### config.mk
export PLATFORM = sky130hd
export DESIGN_NAME = dcache_tag_dumper
export DESIGN_NICKNAME = d
export VERILOG_FILES = /design/src/rtl/dcache_tag_dumper.sv
export SDC_FILE = /design/constraint.sdc
export NUM_CORES = 1
export LEC_CHECK = 0
export ABC_AREA = 1
export BUFFER_PORTS_ARGS = -buffer_cell sky130_fd_sc_hd__buf_4
export CAP_MARGIN = 0
export CORE_UTILIZATION = 53
export DETAILED_ROUTE_END_ITERATION = 12
export GPL_TIMING_DRIVEN = 0
export PLACE_DENSITY_LB_ADDON = 0.2
export SETUP_SLACK_MARGIN = 0.2
export SYNTH_ARGS = -nofsm -noshare
export SYNTH_HDL_FRONTEND = slang
export SYNTH_SLANG_ARGS = --single-unit
### constraint.sdc
create_clock -name clk -period 6.3 [get_ports clk]
set_input_delay 0.945 -clock clk [delete_from_list [all_inputs] [get_ports clk]]
set_output_delay 0.945 -clock clk [all_outputs]
set_load 0.005 [all_outputs]
### src/rtl/dcache_tag_dumper.sv
// DCache tag SRAM dumper: walks every set read-only and streams
// {set, way, coh, tag} per way entry over a valid/ready port.
module dcache_tag_dumper #(
  parameter int SETS         = 64,
  parameter int WAYS         = 4,
  parameter int TAG_BITS     = 22,
  parameter int SKIP_INVALID = 0,
  localparam int SET_BITS    = $clog2(SETS),
  localparam int WAY_BITS    = (WAYS > 1) ? $clog2(WAYS) : 1,
  localparam int CNT_BITS    = $clog2(SETS * WAYS) + 1,
  localparam int ROW_BITS    = TAG_BITS * WAYS
) (
  input  logic                  clk,
  input  logic                  reset,
  input  logic                  start,
  output logic                  busy,
  output logic                  done,
  output logic [SET_BITS-1:0]   sram_addr,
  output logic                  sram_en,
  output logic                  sram_wmode,
  output logic [WAYS-1:0]       sram_wmask,
  output logic [ROW_BITS-1:0]   sram_wdata,
  input  logic [ROW_BITS-1:0]   sram_rdata,
  output logic                  out_valid,
  input  logic                  out_ready,
  output logic [SET_BITS-1:0]   out_set,
  output logic [WAY_BITS-1:0]   out_way,
  output logic [1:0]            out_coh,
  output logic [TAG_BITS-3:0]   out_tag,
  output logic [CNT_BITS-1:0]   entry_count
);

  typedef enum logic [2:0] {
    IDLE,
    READ,
    CAPTURE,
    EMIT,
    DONE
  } state_t;

  state_t                state_q;
  state_t                state_d;
  logic [SET_BITS-1:0]   set_q;
  logic [WAY_BITS-1:0]   way_q;
  logic [ROW_BITS-1:0]   line_q;
  logic [CNT_BITS-1:0]   cnt_q;
  logic [TAG_BITS-1:0]   entry;
  logic                  skip;
  logic                  accept;
  logic                  hs;
  logic                  adv;
  logic                  last_way;
  logic                  last_set;

  assign entry    = line_q[int'(way_q) * TAG_BITS +: TAG_BITS];
  assign skip     = (SKIP_INVALID != 0) &&
                    (entry[TAG_BITS-1 -: 2] == 2'b00);
  assign last_way = (way_q == WAY_BITS'(WAYS - 1));
  assign last_set = (set_q == SET_BITS'(SETS - 1));

  // Write side is tied off so a dump can never disturb the array.
  assign sram_addr   = set_q;
  assign sram_wmode  = 1'b0;
  assign sram_wmask  = '0;
  assign sram_wdata  = '0;
  assign out_set     = set_q;
  assign out_way     = way_q;
  assign out_coh     = entry[TAG_BITS-1 -: 2];
  assign out_tag     = entry[TAG_BITS-3:0];
  assign entry_count = cnt_q;

  always_comb begin
    state_d   = state_q;
    busy      = 1'b0;
    done      = 1'b0;
    sram_en   = 1'b0;
    out_valid = 1'b0;
    accept    = 1'b0;
    hs        = 1'b0;
    adv       = 1'b0;
    unique case (state_q)
      IDLE: begin
        if (start) begin
          accept  = 1'b1;
          state_d = READ;
        end
      end
      READ: begin
        busy    = 1'b1;
        sram_en = 1'b1;
        state_d = CAPTURE;
      end
      CAPTURE: begin
        busy    = 1'b1;
        state_d = EMIT;
      end
      EMIT: begin
        busy      = 1'b1;
        out_valid = !skip;
        hs        = out_valid && out_ready;
        adv       = skip || hs;
        if (adv && last_way) begin
          state_d = last_set ? DONE : READ;
        end
      end
      DONE: begin
        done    = 1'b1;
        state_d = IDLE;
      end
      default: state_d = IDLE;
    endcase
  end

  always_ff @(posedge clk or posedge reset) begin
    if (reset) begin
      state_q <= IDLE;
      set_q   <= '0;
      way_q   <= '0;
      line_q  <= '0;
      cnt_q   <= '0;
    end else begin
      state_q <= state_d;
      if (accept) begin
        set_q <= '0;
        cnt_q <= '0;
      end
      if (state_q == CAPTURE) begin
        line_q <= sram_rdata;
        way_q  <= '0;
      end
      if (hs) begin
        cnt_q <= cnt_q + 1'b1;
      end
      if (adv && !last_way) begin
        way_q <= way_q + 1'b1;
      end
      if (adv && last_way && !last_set) begin
        set_q <= set_q + 1'b1;
      end
    end
  end

endmodule
==> results of run 1 <==
-- state kept, by name (all words and copies together) (netlist names) --
signal	count
entry_count	9
line_q	88
out_set	6
out_way	2
state_q	3
-- cells in the mapped netlist --
cell / number
and2_1: 1
buf_1: 2
buf_2: 8
buf_4: 99
buf_6: 2
clkbuf_1: 10
clkinv_1: 1
conb_1: 1
dfrtp_1: 108
ha_1: 3
inv_1: 22
inv_2: 1
mux2_2: 79
mux2_4: 9
nand2_1: 54
nand3_1: 21
nand3_2: 1
nand3b_1: 1
nand4_1: 2
nor2_1: 58
nor2_2: 3
nor3_1: 3
o21ai_0: 53
o22ai_1: 22
xnor2_1: 1
xor2_1: 3
-- per-layer routing --
metal	wire length (um)	vias to the layer above	global-route usage [%]
li1	-	2193	-
met1	5760	2201	30.7
met4	313	0	10.2
met2	6820	174	42.9
met3	955	25	5.03
met5	0	-	0
-- final cells by class --
cell class | instances | area, sq um
inverter | 24 | 92.6
sequential | 108 | 2700
timing repair buffer | 141 | 1080
multi-input combinational | 407 | 2440
clock inverter | 3 | 45.0
clock buffer | 12 | 165
buffer | 121 | 851
tap | 136 | 170
fill | 788 | 2870
-- power breakdown --
group          leakage (nW)  total (mW)  switching, mW  internal, mW
clock network         0.101       0.445          0.230         0.214
registers              1.29        1.21          0.190          1.02
logic                  2.54        1.51          0.701         0.812
-- cell families (layout without fill, tap and decap cells) --
logic type	after synthesis	after routing	share of synthesized area, %
AOI/OAI and AO/OA	75	75	7.02
DFF	108	108	47.1
other	1	93	0.0653
buffers and inverters	145	301	16.4
muxes	88	88	17.8
adders and majority gates	3	3	0.654
xor gates and xnor gates	4	4	0.610
and+or+nand+nor	144	144	10.4
-- stage by stage --
stage	util [%]	setup slack, ns	hold WS (ns)	instances	area [sq um]
5_1_grt	72.5	3.10	0.526	952	7550
2_1_floorplan	-	2.51	0.474	660	6090
4_1_cts	72.5	3.23	0.510	952	7550
6_report	72.5	3.20	0.508	952	7550
3_3_place_gp	70.2	1.33	0.481	936	7310
3_5_place_dp	70.5	3.65	0.488	937	7340
-- how the worst min path moves through the flow --
stage / from / end / slack (ns) / cells after the start
after floorplan: line_q[46] / line_q[46] / 0.47 / 1
after global placement: line_q[44] / line_q[44] / 0.48 / 1
after detailed placement: line_q[40] / line_q[40] / 0.49 / 1
after CTS: line_q[49] / line_q[49] / 0.51 / 1
after global routing: line_q[46] / line_q[46] / 0.53 / 1
final: line_q[34] / line_q[34] / 0.51 / 1
==> metrics, run 1 <==
Netlist Area Pre-Place=5740 sq um; Final min period=3.10 ns; commonest non-fill, non-tap cells in the layout=buf_4, dfrtp_1, conb_1, mux2_2, nor2_1; ANT nets after route=0; Worst-Margin Slew=0.596 ns; row count=37; Max VDD drop=0.274 mV; TritonCTS Buffers=9; routed vias=4593; Top delay family on crit path=buffers and inverters; CORE AREA=10400 sq um; most common cell after layout, fill and taps aside=buf_4; critical path depth=6; H-tree depth=3; WL/cell=14.5 um; CP max stage delay=0.50 ns; maxcap violations=0; Tcrit/Tclk final=49.1%; total chip power=3.17 mW; worst-skew pair later-pin latency=0.37 ns; largest cells by area after synthesis=dfrtp_1, mux2_2, buf_4; cts hold-fix bufs=0; Critical Path Sink Type=output pin; clk root buf=clkbuf_8; fin nets=907; Iter 0 DRT Violations=157; final max-slew violation count=0; CP endpoint=out_tag[13]; required time of the critical path=5.35 ns; R2R depth=5; Syn Area/Cell=10.1 sq um; Seq/Total Area, Yosys=47.1%; # setup viols final=0; Unique masters post-synth=26; Post-Syn Instances=568; grt ovf=0; worst-case clock buffer depth=2; Final Hold Viols=0; post-route setup TNS=0 ns; post-CTS setup buffers=0; CP Launch Type=flip-flop; Worst setup startpoint=out_way[0]; type of the most critical hold path=flip-flop to flip-flop; Yosys warning count=0; unrepaired setup endpoints after global routing=no; first-pass GRT wire length=21800 um; post-DP HPWL=10400 um; WL final=13800 um; Leak=3.93 nW; P&R area growth vs syn=31.5%; TritonCTS Sinks=108; data arrival time of the worst path=2.15 ns; GRT Total Usage=24.9%; launch point of the worst reg-to-reg path=out_way[0]; Max FO, Critical Path=10; Diodes inserted=0; CP max-delay cell=buf_1; IO buf count=140; critical setup path kind=flip-flop to output pin; R2R setup slack=4.68 ns; Clock Skew=0.0111 ns; RePlAce Congestion=0.839; Initial Utilization=55.1%; Die Area=11300 sq um; slew margin rel.=60.3%; Via density=4.82; count of state elements after synthesis=108; status=complete, no violations; worst-path cell chain=buf_2 -> clkinv_1 -> buf_1 -> nor2_1 -> o22ai_1 -> buf_4; share of layout cells above drive strength 1=44.0%; vias in the first global route=4513; antenna violations before repair=0; maximum operating frequency=323 MHz; PD cells=420 nW/um^2; CTS tree=done; r2r endpoint=out_way[0]; DIE WIDTH=106 um; Crit path buffers/inverters=4; number of detailed-route iterations in the first pass=6; Synth top area share=47.1%; IO Count=234; leading area contributor after synthesis=dfrtp_1; Reg clk slew, reported paths=0.09 ns; cts repair resizes=0; largest net degree at the start of global routing=66; # DRC=0; die height=106 um
(Power assumes the default switching activity.)
==> inputs of run 2 (changes only) <==
Settings changed: CORE_UTILIZATION 53 to 49.
Clock period 6.3 ns to 3.2 ns, I/O delays scaled along.
==> run 2 against run 1 <==
Compared with the run above: sequential share of layout area down 0.49 points; worst setup slack lost 2.6 ns; hold slack worse by 0.22 ns; cell area rose by 1.4%; sequential power increased by 98%; via count is 2.5% lower; critical path depth did not move; clock skew fell by 0.0038 ns; utilization shrank 5.4 points; critical path type unchanged.
==> metrics, run 2 (same netlist as run 1, synthesis figures left out) <==
Gate power share=46.0% (was 47.7%); TritonCTS Buffers=9 (unchanged); Final Hold Viols=0 (unchanged); row count=39 (was 37); Via density=4.66 (was 4.82); Net Sw Frac=34.9% (was 35.4%); final worst slack=0.649 ns (was 3.20 ns); antenna violations before repair=0 (unchanged); # setup viols final=0 (unchanged); H-tree depth=3 (unchanged); WL/cell=14.1 um (was 14.5 um); PD cells=839 nW/um^2 (was 420 nW/um^2); Final min period=2.55 ns; Initial Utilization=50.3% (was 55.1%); routed vias=4480 (was 4593); Diodes inserted=0 (unchanged); post-route setup TNS=0 ns (unchanged); most common cell after layout, fill and taps aside=buf_4 (unchanged); GRT Total Usage=23.3% (was 24.9%); Max FO, Critical Path=10 (unchanged); final core utilization=67.0% (was 72.5%); CORE AREA=11400 sq um (was 10400 sq um); Worst Hold Slack=0.291 ns (was 0.508 ns); Iter 0 DRT Violations=239 (was 157); total chip power=6.42 mW (was 3.17 mW); number of detailed-route iterations in the first pass=4 (was 6); Worst-Margin Slew=0.824 ns (was 0.596 ns); # DRC=0 (unchanged); dpl ws=0.990 ns (was 3.65 ns); share of layout cells above drive strength 1=44.1% (was 44.0%); first-pass GRT wire length=21000 um (was 21800 um); IO Count=234 (unchanged); Leak=3.97 nW (was 3.93 nW); data arrival time of the worst path=2.07 ns (was 2.15 ns); part of the power in registers=37.1% (was 38.2%); design area=7650 sq um (was 7550 sq um); cell-internal power=4.18 mW (was 2.05 mW); cts hold-fix bufs=0 (unchanged); CTS tree=done (unchanged); post-DP HPWL=10500 um (was 10400 um); Finished Layout Cells=961 (was 952); WL final=13600 um (was 13800 um); Top reg by flops=line_q (unchanged); clk root buf=clkbuf_16 (was clkbuf_8); placed insts=945 (was 937); IO buf count=140 (unchanged); vias in the first global route=4190 (was 4513); ANT nets after route=0 (unchanged); Max VDD drop=0.440 mV (was 0.274 mV); Clock Skew=0.00736 ns (was 0.0111 ns); final max-slew violation count=0 (unchanged); P&R area growth vs syn=33.3% (was 31.5%); grt ovf=0 (unchanged); fin nets=908 (was 907); Tcrit/Tclk final=79.7%; type of the most critical hold path=primary input to asynchronous set/reset pin (was flip-flop to flip-flop); Area after DPL=7360 sq um (was 7340 sq um); maxcap violations=0 (unchanged); critical setup path kind=flip-flop to output pin (unchanged); TritonCTS Sinks=108 (unchanged); Clk network pwr share=16.8% (was 14.0%); largest net degree at the start of global routing=45 (was 66); RePlAce Congestion=0.832 (was 0.839); required time of the critical path=2.72 ns (was 5.35 ns); Reg clk slew, reported paths=0.07 ns (was 0.09 ns); commonest non-fill, non-tap cells in the layout=buf_4, dfrtp_1, conb_1, mux2_2, nor2_1 (unchanged); max FFs per register=88 (unchanged); post-CTS setup buffers=0 (unchanged); Critical Path Sink Type=output pin (unchanged); CP Launch Type=flip-flop (unchanged); worst-path cell chain=buf_2 -> clkinv_1 -> clkbuf_1 -> o21ai_0 -> o22ai_1 -> buf_4 (was buf_2 -> clkinv_1 -> buf_1 -> nor2_1 -> o22ai_1 -> buf_4); CP max stage delay=0.45 ns (was 0.50 ns); worst-case clock buffer depth=2 (unchanged); maximum operating frequency=392 MHz; DIE WIDTH=110 um (was 106 um); Die Area=12200 sq um (was 11300 sq um); NetSw=2.24 mW (was 1.12 mW); die height=110 um (was 106 um); status=complete, no violations (unchanged); worst-skew pair later-pin latency=0.34 ns (was 0.37 ns); cts repair resizes=0 (unchanged); slew margin rel.=45.0% (was 60.3%); CP max-delay cell=clkbuf_1 (was buf_1); unrepaired setup endpoints after global routing=no (unchanged)
-- run 2: cell count changes in the layout (fill, tap and decap cells not counted), sizes merged --
cell	before	now
buf	252	253
bufinv	1	0
clkinv	1	3
clkbuf	22	20
inv	23	25
-- run 2: layer usage --
layer	GRT usage, %	share of wire (%)
met5	0	0
met4	6.86	1.6
met3	5.29	7.2
met2	41.0	51
met1	28.3	40
-- run 2: worst paths after layout --
kind / start / end / slack, ns / cells after the start
min: reset / entry_count[0] / 0.29 / 2
max: out_way[0] / out_tag[14] / 0.65 / 6
max in group asynchronous: reset / line_q[41] / 2.22 / 3
min reg2reg: line_q[46] / line_q[46] / 0.50 / 1
min in group clk: sram_rdata[78] / line_q[78] / 0.36 / 2
max reg2reg: out_way[0] / out_way[0] / 1.65 / 5
-- run 2: cell type report --
class	count	area [sq um]
fill	951	3760
clock buffer	10	239
timing repair buffer	142	1090
tap	143	179
sequential	108	2700
multi-input combinational	407	2440
clock inverter	6	53.8
buffer	121	851
inverter	24	93.8
-- run 2: critical path, delay by kind of cell, from the launching register on --
kind,cells,cell delay [ns]
buf+inv,4,0.97
compound gates,2,0.37
flops,1,0.40
-- run 2: power by group through the flow --
stage | Sequential (mW) | Combinational [mW] | Clock [mW]
2_1_floorplan | 2.30 | 1.91 | 0
3_3_place_gp | 2.37 | 2.89 | 0
3_5_place_dp | 2.41 | 2.98 | 0
4_1_cts | 2.38 | 2.99 | 1.10
5_1_grt | 2.47 | 3.28 | 1.15
6_report | 2.39 | 2.96 | 1.08
==> inputs of run 3 (changes only) <==
Clock period 3.2 ns to 2.43 ns, I/O delays scaled along.
==> run 3 against run 2 <==
Compared with the run above: clock power rose by 32%; via count barely moved; sequential cell count did not move; power rose by 32%; global-route usage did not move; sequential share of layout area fell by 0.098 points; critical path depth did not move; register-to-register slack got worse by 0.75 ns; cell area rose by 0.28%; utilization rose by 0.19 points; critical path type unchanged; largest power group unchanged; highest routed layer unchanged.
==> metrics, run 3 (same netlist as run 1, synthesis figures left out) <==
status=complete, no violations (unchanged); slew margin rel.=44.6% (was 45.0%); data arrival time of the worst path=1.75 ns (was 2.07 ns); WL/cell=14.2 um (was 14.1 um); max FFs per register=88 (unchanged); clk root buf=clkbuf_16 (unchanged); Worst Hold Slack=0.178 ns (was 0.291 ns); GRT Total Usage=23.3% (unchanged); first-pass GRT wire length=21000 um (unchanged); share of layout cells above drive strength 1=45.7% (was 44.1%); TritonCTS Buffers=9 (unchanged); # DRC=0 (unchanged); commonest non-fill, non-tap cells in the layout=buf_4, dfrtp_1, conb_1, mux2_2, nor2_1 (unchanged); routed vias=4484 (was 4480); R2R depth=6 (was 5); Via density=4.67 (was 4.66); Worst-Margin Slew=0.829 ns (was 0.824 ns); RePlAce Congestion=0.832 (unchanged); H-tree depth=3 (unchanged); ANT nets after route=0 (unchanged); largest net degree at the start of global routing=45 (unchanged); maxcap violations=0 (unchanged); final max-slew violation count=0 (unchanged); Max VDD drop=0.585 mV (was 0.440 mV); unrepaired setup endpoints after global routing=no (unchanged); worst-skew pair later-pin latency=0.34 ns (about the same); CORE AREA=11400 sq um (unchanged); required time of the critical path=2.07 ns (was 2.72 ns); number of detailed-route iterations in the first pass=4 (unchanged); antenna violations before repair=0 (unchanged); final core utilization=67.2% (was 67.0%); grt ovf=0 (unchanged); maximum operating frequency=472 MHz; Leak=4.01 nW (was 3.97 nW); IO Count=234 (unchanged); post-DP HPWL=10500 um (unchanged); Reg clk slew, reported paths=0.08 ns (was 0.07 ns); Final min period=2.12 ns; vias in the first global route=4190 (unchanged); Clock Skew=0.00721 ns (was 0.00736 ns); Diodes inserted=0 (unchanged); fin nets=908 (unchanged); P&R area growth vs syn=33.7% (was 33.3%); IO buf count=140 (unchanged); critical setup path kind=flip-flop to output pin (unchanged); CP Launch Type=flip-flop (unchanged); DIE WIDTH=110 um (unchanged); type of the most critical hold path=primary input to asynchronous set/reset pin (unchanged); cts repair resizes=9 (was 0); most common cell after layout, fill and taps aside=buf_4 (unchanged); Die Area=12200 sq um (unchanged); Tcrit/Tclk final=87.2%; CTS tree=done (unchanged); row count=39 (unchanged); Top reg by flops=line_q (unchanged); # setup viols final=0 (unchanged); Critical Path Sink Type=output pin (unchanged); Iter 0 DRT Violations=252 (was 239); Max FO, Critical Path=10 (unchanged); PD cells=1110 nW/um^2 (was 839 nW/um^2); post-route setup TNS=0 ns (unchanged); Initial Utilization=50.3% (unchanged); worst-case clock buffer depth=2 (unchanged); TritonCTS Sinks=108 (unchanged); Final Hold Viols=0 (unchanged); WL final=13700 um (was 13600 um); post-CTS setup buffers=0 (unchanged); cts hold-fix bufs=0 (unchanged); die height=110 um (unchanged)
run 3: cell counts in the layout (fill, tap and decap cells not counted):
No cell type changed its count.
run 3: worst paths after layout:
kind | startpoint | endpoint | slack [ns]
worst max register to register | state_q[1] | entry_count[2] | 0.90
max in group asynchronous | reset | line_q[41] | 1.57
worst min register to register | line_q[46] | line_q[46] | 0.50
worst max-delay path | out_way[0] | out_tag[14] | 0.31
min in group clk | sram_rdata[78] | line_q[78] | 0.24
worst min-delay path | reset | line_q[79] | 0.18
run 3: critical path, stage by stage, from the launching register on:
cell and delay, ns:
dfrtp_1 0.40, buf_4 0.18, clkinv_2 0.11, buf_2 0.25, nor2_1 0.09, o22ai_1 0.22
buf_4 0.15
run 3: area by class of cell:
type / count / area, sq um
fill: 948 / 3740
multi-input combinational: 407 / 2440
sequential: 108 / 2700
buffer: 121 / 871
timing repair buffer: 142 / 1090
clock inverter: 6 / 53.8
inverter: 24 / 95.1
clock buffer: 10 / 239
tap: 143 / 179
run 3: report_power, final:
part / switching, mW / internal, mW
sequential: 0.485 / 2.66
clock: 0.686 / 0.742
combinational: 1.79 / 2.14
total: 2.96 / 5.54
run 3: routing by layer:
layer  track usage [%]  share of wire (%)
met5                 0                  0
met4              6.86                1.2
met3              5.29                7.4
met2              41.0                 51
met1              28.3                 40
run 3: metrics by stage:
step / setup WS (ns) / std cells / instance area [sq um] / power [mW]
after floorplan: 0.764 / 660 / 6090 / 5.53
after global placement: 0.0530 / 943 / 7320 / 6.92
after detailed placement: 0.335 / 945 / 7360 / 7.09
after CTS: 0.187 / 961 / 7670 / 8.54
after global routing: 0.205 / 961 / 7680 / 9.13
final: 0.311 / 961 / 7680 / 8.50
